### config.mk
export PLATFORM = sky130hd
export DESIGN_NAME = approx_mult_seq_ctrl
export DESIGN_NICKNAME = d
export VERILOG_FILES = /design/src/rtl/approx_mult_seq_ctrl.sv
export SDC_FILE = /design/constraint.sdc
export NUM_CORES = 1
export LEC_CHECK = 0
export ABC_AREA = 1
export CAP_MARGIN = 20
export CORE_MARGIN = 3
export CORE_UTILIZATION = 35
export DETAILED_ROUTE_END_ITERATION = 10
export DONT_BUFFER_PORTS = 1
export SLEW_MARGIN = 5
export SYNTH_ARGS = -nofsm -noshare
export SYNTH_HDL_FRONTEND = slang
export SYNTH_SLANG_ARGS = --single-unit
### constraint.sdc
create_clock -name clk -period 1.9 [get_ports clk]
set_input_delay 0.57 -clock clk [delete_from_list [all_inputs] [get_ports clk]]
set_output_delay 0.57 -clock clk [all_outputs]
set_load 0.03 [all_outputs]
### src/rtl/approx_mult_seq_ctrl.sv
// approx_mult_seq_ctrl
//   Sequencer for an accuracy-controllable shift-add multiplier. The W-bit
//   adder (add_x + add_y -> add_s, with carry-out) lives outside this block
//   and is shared. Each RUN cycle consumes one multiplier bit from P[0] and
//   adds the multiplicand into the upper half of P, then shifts P right.
//   The low k = min(acc_lvl, WIDTH) multiplier bits are dropped at load
//   time, so only WIDTH-k iterations run. The result is a*(b & ~(2^k-1)).
//   WIDTH must be at least 2.

module approx_mult_seq_ctrl #(
  parameter int WIDTH = 8,
  parameter int ACC_W = 3
) (
  input  logic                 clk,
  input  logic                 rst_n,
  input  logic                 in_valid,
  output logic                 in_ready,
  input  logic [WIDTH-1:0]     a,
  input  logic [WIDTH-1:0]     b,
  input  logic [ACC_W-1:0]     acc_lvl,
  output logic                 out_valid,
  input  logic                 out_ready,
  output logic [2*WIDTH-1:0]   product,
  output logic [WIDTH-1:0]     add_x,
  output logic [WIDTH-1:0]     add_y,
  input  logic [WIDTH:0]       add_s
);

  // Counter must hold WIDTH itself (all iterations, k = 0).
  localparam int CW = $clog2(WIDTH + 1);

  typedef enum logic [1:0] {
    IDLE = 2'd0,
    RUN  = 2'd1,
    DONE = 2'd2
  } state_t;

  state_t               state;
  state_t               state_next;

  logic [WIDTH-1:0]     a_q;     // latched multiplicand
  logic [2*WIDTH-1:0]   p_q;     // partial product / remaining multiplier bits
  logic [CW-1:0]        cnt;     // iterations left in RUN

  logic [CW-1:0]        k_eff;   // effective skip count, clamped to WIDTH
  logic [CW-1:0]        n_iter;  // iterations to run for the request
  logic                 accept;
  logic                 last_iter;

  // Clamp the approximation level to the operand width.
  always_comb begin
    if (32'(acc_lvl) >= 32'(WIDTH)) begin
      k_eff = CW'(WIDTH);
    end else begin
      k_eff = CW'(acc_lvl);
    end
  end

  assign n_iter    = CW'(WIDTH) - k_eff;
  assign accept    = (state == IDLE) && in_valid;
  assign last_iter = (cnt == CW'(1));
  assign product   = p_q;

  // State register.
  // NOTE: sequential state uses non-blocking (<=) so every register samples
  // pre-edge values; blocking here would create order-dependent races.
  always_ff @(posedge clk or negedge rst_n) begin
    if (!rst_n) begin
      state <= IDLE;
    end else begin
      state <= state_next;
    end
  end

  // Next-state and handshake/adder-operand outputs.
  // NOTE: every output of this block is given a default first, so no path
  // leaves a signal unassigned and no latch is inferred.
  always_comb begin
    state_next = state;
    in_ready   = 1'b0;
    out_valid  = 1'b0;
    add_x      = '0;
    add_y      = '0;
    case (state)
      IDLE: begin
        in_ready = 1'b1;
        if (in_valid) begin
          // With every bit skipped there is nothing to iterate: P loads as 0.
          state_next = (n_iter != '0) ? RUN : DONE;
        end
      end
      RUN: begin
        add_x = p_q[2*WIDTH-1:WIDTH];
        add_y = p_q[0] ? a_q : '0;
        if (last_iter) begin
          state_next = DONE;
        end
      end
      DONE: begin
        out_valid = 1'b1;
        if (out_ready) begin
          state_next = IDLE;
        end
      end
      default: begin
        state_next = IDLE;
      end
    endcase
  end

  // Operand load, shift-add iteration and iteration counter.
  always_ff @(posedge clk or negedge rst_n) begin
    if (!rst_n) begin
      a_q <= '0;
      p_q <= '0;
      cnt <= '0;
    end else if (accept) begin
      a_q <= a;
      // Skipped multiplier bits are folded into the load as a right shift.
      p_q <= {{WIDTH{1'b0}}, b} >> k_eff;
      cnt <= n_iter;
    end else if (state == RUN) begin
      // The adder carry-out becomes P[2W-1], so P never overflows.
      p_q <= {add_s, p_q[WIDTH-1:1]};
      cnt <= cnt - CW'(1);
    end
  end

endmodule

==> results of run 1 <==
==> path summary, 6_finish.rpt <==
path	slack [ns]	cells past startpoint	end
max in group asynchronous	1.61	1	state[0]$_DFFE_PN0P_
worst max register to register	0.31	5	product[6]$_DFFE_PN0P_
worst min register to register	0.48	2	a_q[3]$_DFFE_PN0P_
min in group clk	0.40	1	state[1]$_DFFE_PN0P_
worst min-delay path	0.12	1	product[8]$_DFFE_PN0P_
worst max-delay path	0.09	4	add_x[0]
==> Yosys cell counts, drive strengths merged, types with 2 or more instances <==
| master | number | area share |
|---|---|---|
| a2bb2oi | 2 | 0.010 |
| buf | 10 | 0.037 |
| dfrtp | 30 | 0.44 |
| ha | 3 | 0.022 |
| inv | 27 | 0.059 |
| nand2 | 83 | 0.19 |
| nand3 | 27 | 0.079 |
| nand4 | 2 | 0.0073 |
| nor2 | 22 | 0.054 |
| o21ai | 18 | 0.052 |
| or2 | 5 | 0.018 |
==> metal layers <==
layer,part of all wire,routed length (um),vias to the layer above
li1,-,-,804
met1,0.43,1830,707
met2,0.49,2100,32
met3,0.059,250,8
met4,0.016,67,0
met5,0,0,-
==> flip-flops by register name, summed over array words and instances, names as in the netlist <==
signal and cells:
product 16, state 2, cnt 4, a_q 8
==> per-stage QoR <==
| step | setup WS, ns | cell area (um^2) | power, mW | hold WS, ns | instances |
|---|---|---|---|---|---|
| after floorplan | 0.00844 | 1720 | 2.91 | 0.274 | 239 |
| after global placement | 0.252 | 1960 | 3.55 | 0.276 | 323 |
| after detailed placement | 0.230 | 1960 | 3.57 | 0.276 | 323 |
| after CTS | 0.0302 | 2060 | 4.12 | 0.111 | 330 |
| after global routing | 0.0120 | 2070 | 4.46 | 0.109 | 330 |
| final | 0.0867 | 2070 | 4.10 | 0.116 | 330 |
==> power groups by stage <==
| stage | clock, mW | combinational [mW] | sequential, mW |
|---|---|---|---|
| final | 0.494 | 2.25 | 1.36 |
| after floorplan | 0 | 1.44 | 1.47 |
| after CTS | 0.514 | 2.25 | 1.35 |
| after detailed placement | 0 | 2.22 | 1.36 |
| after global routing | 0.549 | 2.50 | 1.41 |
| after global placement | 0 | 2.19 | 1.35 |
==> timing repair <==
item,CTS,global route
hold buffers,1,0
resized for setup,1,3
setup endpoints to repair,16,10
endpoints found under the hold margin,30,0
==> kinds of logic (layout without fill, tap and decap cells) <==
group | Yosys count | in the layout | synth area share
buffers and inverters | 39 | 65 | 0.101
and+or+nand+nor | 139 | 139 | 0.344
AOI/OAI and AO/OA | 27 | 27 | 0.0918
xor gates and xnor gates | 1 | 1 | 0.00510
DFF | 30 | 30 | 0.437
adders and majority gates | 3 | 3 | 0.0219
==> final cells by class <==
| cell class | instances | share of cell area |
|---|---|---|
| Multi-Input combinational cell | 170 | 0.390 |
| Sequential cell | 30 | 0.362 |
| Inverter | 28 | 0.0507 |
| Timing Repair Buffer | 31 | 0.118 |
| Clock buffer | 6 | 0.0398 |
| Tap cell | 65 | 0.0392 |
==> results.toml, run 1 <==
[yosys]
synth-seq-cells = 30
syn_avg_cell_area_um2 = 7.19
synth.cell_area_um2 = 1720
synth_flop_cell = "dfrtp_1"
synth_cells = 239
synth-edff-count = 0
ys_seq_area_frac = 0.437
yosys_warnings = 0
mappedNetlistNets = 274
ys_async_sr_fraction = 1.00
synth_cell_types = 29

[clocking]
deepest_clock_path_buffer_count = 2
cts.root.buffer_cell = "clkbuf_8"
clkLatencyLatePin_ns = 0.28
cts.htree.levels = 2
post_cts_buffers = 0
cts.sinks = 30
tritoncts_buffer_count = 5
clkTransAtPathRegs_ns = 0.06
clock_tree_from_tritoncts = "built"

[floorplan]
floorplan.die_area_um2 = 5790
start_util = 0.379
io_pins = 66
fp.dieH_um = 76.1
fp.dieW_um = 76.1
std_cell_rows = 24
placeableCoreArea_um2 = 4530

[drt]
detail-route-antenna-nets = 0
remaining_drc_errors = 0
wl_per_cell_um = 12.9
wirelength_um = 4240
drt_iter0_drc = 60
drt-vias-per-instance = 4.70
dr.pass1.iters = 4
vias = 1551

[timing]
slew_violations = 0
finalSetupViolations = 0
max_clock_freq_ghz = 0.551
fin_worst_skew_ns = 0.00515
worst-slew-pin-transition_ns = 0.348
final_period_minus_worst_setup_slack_ns = 1.81
rsz0062_at_grt = "no"
max_slew_margin = 0.768
report.final.hold_viol_count = 0
setup_total_negative_slack_ns = 0
final_cycle_share = 0.954

[pwr]
leakagePower_nw = 1.08
power.share.combinational = 0.549
internal_power_of_the_cells_mw = 2.05
power.net_switching_mw = 2.05
p_clk_frac = 0.120
vdd.ir_drop.worst_mv = 0.695
sw_frac_of_total = 0.501
sequentialPowerShare = 0.331
power_per_cell_area_nw_per_um2 = 1980

[worst_setup_path]
timing.rr.start = "state[0]$_DFFE_PN0P_"
timing.critical_path.max_delay_family = "flip-flops"
crit_path_cell_trace = "inv_2 > nand2_8 > nor2_1 > buf_4"
worst_setup_path_end_kind = "output pin"
critical-path-max-stage-delay_ns = 0.41
slowest_stage = "dfrtp_1"
crit_path_start_kind = "register"
crit_path_start = "state[1]$_DFFE_PN0P_"
path_buf_inv = 2
crit_type = "register to output pin"
path_max_fanout = 20
arrival_ns = 1.24
worst-endpoint-required_ns = 1.33

[worst_hold_path]
timing.hold.worst.class = "primary input to asynchronous set/reset pin"

[cells_and_area]
area_of_the_multi_input_gates_um2 = 808
n_antenna_cell = 0
fillerInstances = 474
final_net_count = 301
area_used_by_sequential_logic_in_the_layout_um2 = 752
drive_gt1_frac = 0.170
layout.cells.most_common = "nand2_1"
area_growth_syn_to_layout_pct = 20.8
final_standard_cell_utilization_of_the_core = 0.458
final_cell_mix = "nand2_1, buf_4, dfrtp_1, nand3_1, inv_1"

[global_routing]
remaining_overflow_grt = 0
grt_pass1_wl_um = 7070
maximum_number_of_pins_on_one_net_before_global_route_repair = 31
met1_usage = 0.171
antenna_violations_before_repair = 0
total_track_usage = 0.150
grt_use_met3 = 0.0496
global_route.usage.met2 = 0.262
grt_pass1_vias = 1516
grt-busiest-layer = "met2"

[placement]
place_hpwl_um = 3050
globalplace.congestion = 0.799
placement.io_buffers = 0

[run]
max_cap_violations = 0

[run_status]
outcome = "finished clean"
Power figures use the tool's default switching activity.
==> inputs of run 2 (changes only) <==
- CORE_MARGIN: 3 -> 4
- CTS_CLUSTER_DIAMETER: default -> 50
==> results.toml, run 2 (synthesized netlist as in run 1, its figures left out) <==
[worst_setup_path]
worst-endpoint-required_ns = 1.33
critical-path-max-stage-delay_ns = 0.41
slowest_stage = "dfrtp_1"
crit_path_start_kind = "register"
path_max_fanout = 10
path_buf_inv = 2
crit_type = "register to output pin"
crit_path_cell_trace = "inv_2 > nand2_4 > nor2_1 > buf_4"
arrival_ns = 1.23
timing.critical_path.max_delay_family = "flip-flops"
worst_setup_path_end_kind = "output pin"

[timing]
report.final.hold_viol_count = 0
max_clock_freq_ghz = 0.557
setup_total_negative_slack_ns = 0
worst-slew-pin-transition_ns = 0.362
max_slew_margin = 0.759
fin_worst_skew_ns = 0.00464
final_period_minus_worst_setup_slack_ns = 1.80
worst_hold_slack_ns = 0.101
rsz0062_at_grt = "no"
finalSetupViolations = 0
final_cycle_share = 0.945
postLayoutSetupSlackWorst_ns = 0.104
slew_violations = 0

[pwr]
vdd.ir_drop.worst_mv = 0.826
internal_power_of_the_cells_mw = 2.10
power.share.combinational = 0.549
power.net_switching_mw = 2.08
leakagePower_nw = 1.11
power_per_cell_area_nw_per_um2 = 1980
sequentialPowerShare = 0.324
sw_frac_of_total = 0.497
p_clk_frac = 0.127

[clocking]
tritoncts_buffer_count = 5
cts.htree.levels = 2
clkTransAtPathRegs_ns = 0.06
clock_tree_from_tritoncts = "built"
deepest_clock_path_buffer_count = 2
clkLatencyLatePin_ns = 0.28
cts.sinks = 30
cts.root.buffer_cell = "clkbuf_8"

[cells_and_area]
largest_register_ffs = 16
layout.cells.most_common = "nand2_1"
n_antenna_cell = 0
area_growth_syn_to_layout_pct = 22.9
final_net_count = 305
final_standard_cell_utilization_of_the_core = 0.444
final_cell_mix = "nand2_1, buf_4, dfrtp_1, nand3_1, inv_1"
fillerInstances = 499
drive_gt1_frac = 0.185
final-instance-count-excl-fill = 338

[global_routing]
maximum_number_of_pins_on_one_net_before_global_route_repair = 31
grt_pass1_vias = 1630
remaining_overflow_grt = 0
antenna_violations_before_repair = 0
total_track_usage = 0.148
grt_pass1_wl_um = 7200

[floorplan]
io_pins = 66
start_util = 0.361
floorplan.die_area_um2 = 6090
placeableCoreArea_um2 = 4750
fp.dieH_um = 78.1
std_cell_rows = 25
fp.dieW_um = 78.1

[drt]
wl_per_cell_um = 12.4
drt_iter0_drc = 94
wirelength_um = 4200
drt-vias-per-instance = 4.64
detail-route-antenna-nets = 0
dr.pass1.iters = 4
vias = 1570
remaining_drc_errors = 0

[placement]
place_ws_ns = 0.258
globalplace.congestion = 0.839
placement.io_buffers = 0
place_hpwl_um = 3080
placedCellCount = 325

[run]
max_cap_violations = 0

[run_status]
outcome = "finished clean"

[worst_hold_path]
timing.hold.worst.class = "primary input to asynchronous set/reset pin"
[run 2: worst paths after layout]
check                                     start                      to  slack [ns]  cells past startpoint
max                        state[1]$_DFFE_PN0P_                add_y[1]        0.10                      4
min                                       rst_n  product[8]$_DFFE_PN0P_        0.10                      1
max reg2reg                state[0]$_DFFE_PN0P_  product[6]$_DFFE_PN0P_        0.36                      5
min reg2reg                  a_q[2]$_DFFE_PN0P_      a_q[2]$_DFFE_PN0P_        0.48                      2
max in group asynchronous                 rst_n    state[0]$_DFFE_PN0P_        1.62                      1
min in group clk                      out_ready    state[1]$_DFFE_PN0P_        0.39                      1
[run 2: metrics by stage]
stage	area, um^2	power, mW
after floorplan	1720	2.91
after global placement	1960	3.55
after detailed placement	1960	3.57
after CTS	2080	4.15
after global routing	2110	4.56
final	2110	4.18
[run 2: what timing repair did]
item                                    in CTS  in global routing
hold buffers                                 1                  0
endpoints found under the setup margin      16                 16
resized for setup                            1                  3
pin swaps                                    0                  1
endpoints found under the hold margin       30                  0
cloned                                       0                  1
setup buffers                                0                  3
[run 2: layout make-up]
cell class | count | area, um^2 | area share
clock inverters | 1 | 5.00 | 0.00237
well taps | 67 | 83.8 | 0.0397
repair buffers | 34 | 268 | 0.127
clock buffers | 7 | 86.3 | 0.0409
flip-flops and latches | 30 | 752 | 0.356
inverters | 28 | 105 | 0.0498
multi-input cells | 171 | 811 | 0.384
[run 2: metal layers]
metal | share of wire | up-vias | global-route usage
li1 | - | 817 | -
met1 | 0.41 | 716 | 0.167
met2 | 0.51 | 30 | 0.256
met3 | 0.067 | 7 | 0.0516
met4 | 0.016 | 0 | 0.0559
met5 | 0 | - | 0
[run 2: power by group through the flow]
| stage | logic [mW] | registers (mW) | clock network, mW |
|---|---|---|---|
| 6_report | 2.29 | 1.35 | 0.529 |
| 5_1_grt | 2.58 | 1.41 | 0.570 |
| 4_1_cts | 2.25 | 1.35 | 0.548 |
| 3_5_place_dp | 2.21 | 1.36 | 0 |
| 3_3_place_gp | 2.20 | 1.35 | 0 |
| 2_1_floorplan | 1.44 | 1.47 | 0 |
==> inputs of run 3 (changes only) <==
- CORE_MARGIN: 4 -> 3
==> results of run 3 <==
The final DEF is identical to that of run 1; final timing and power are the same.
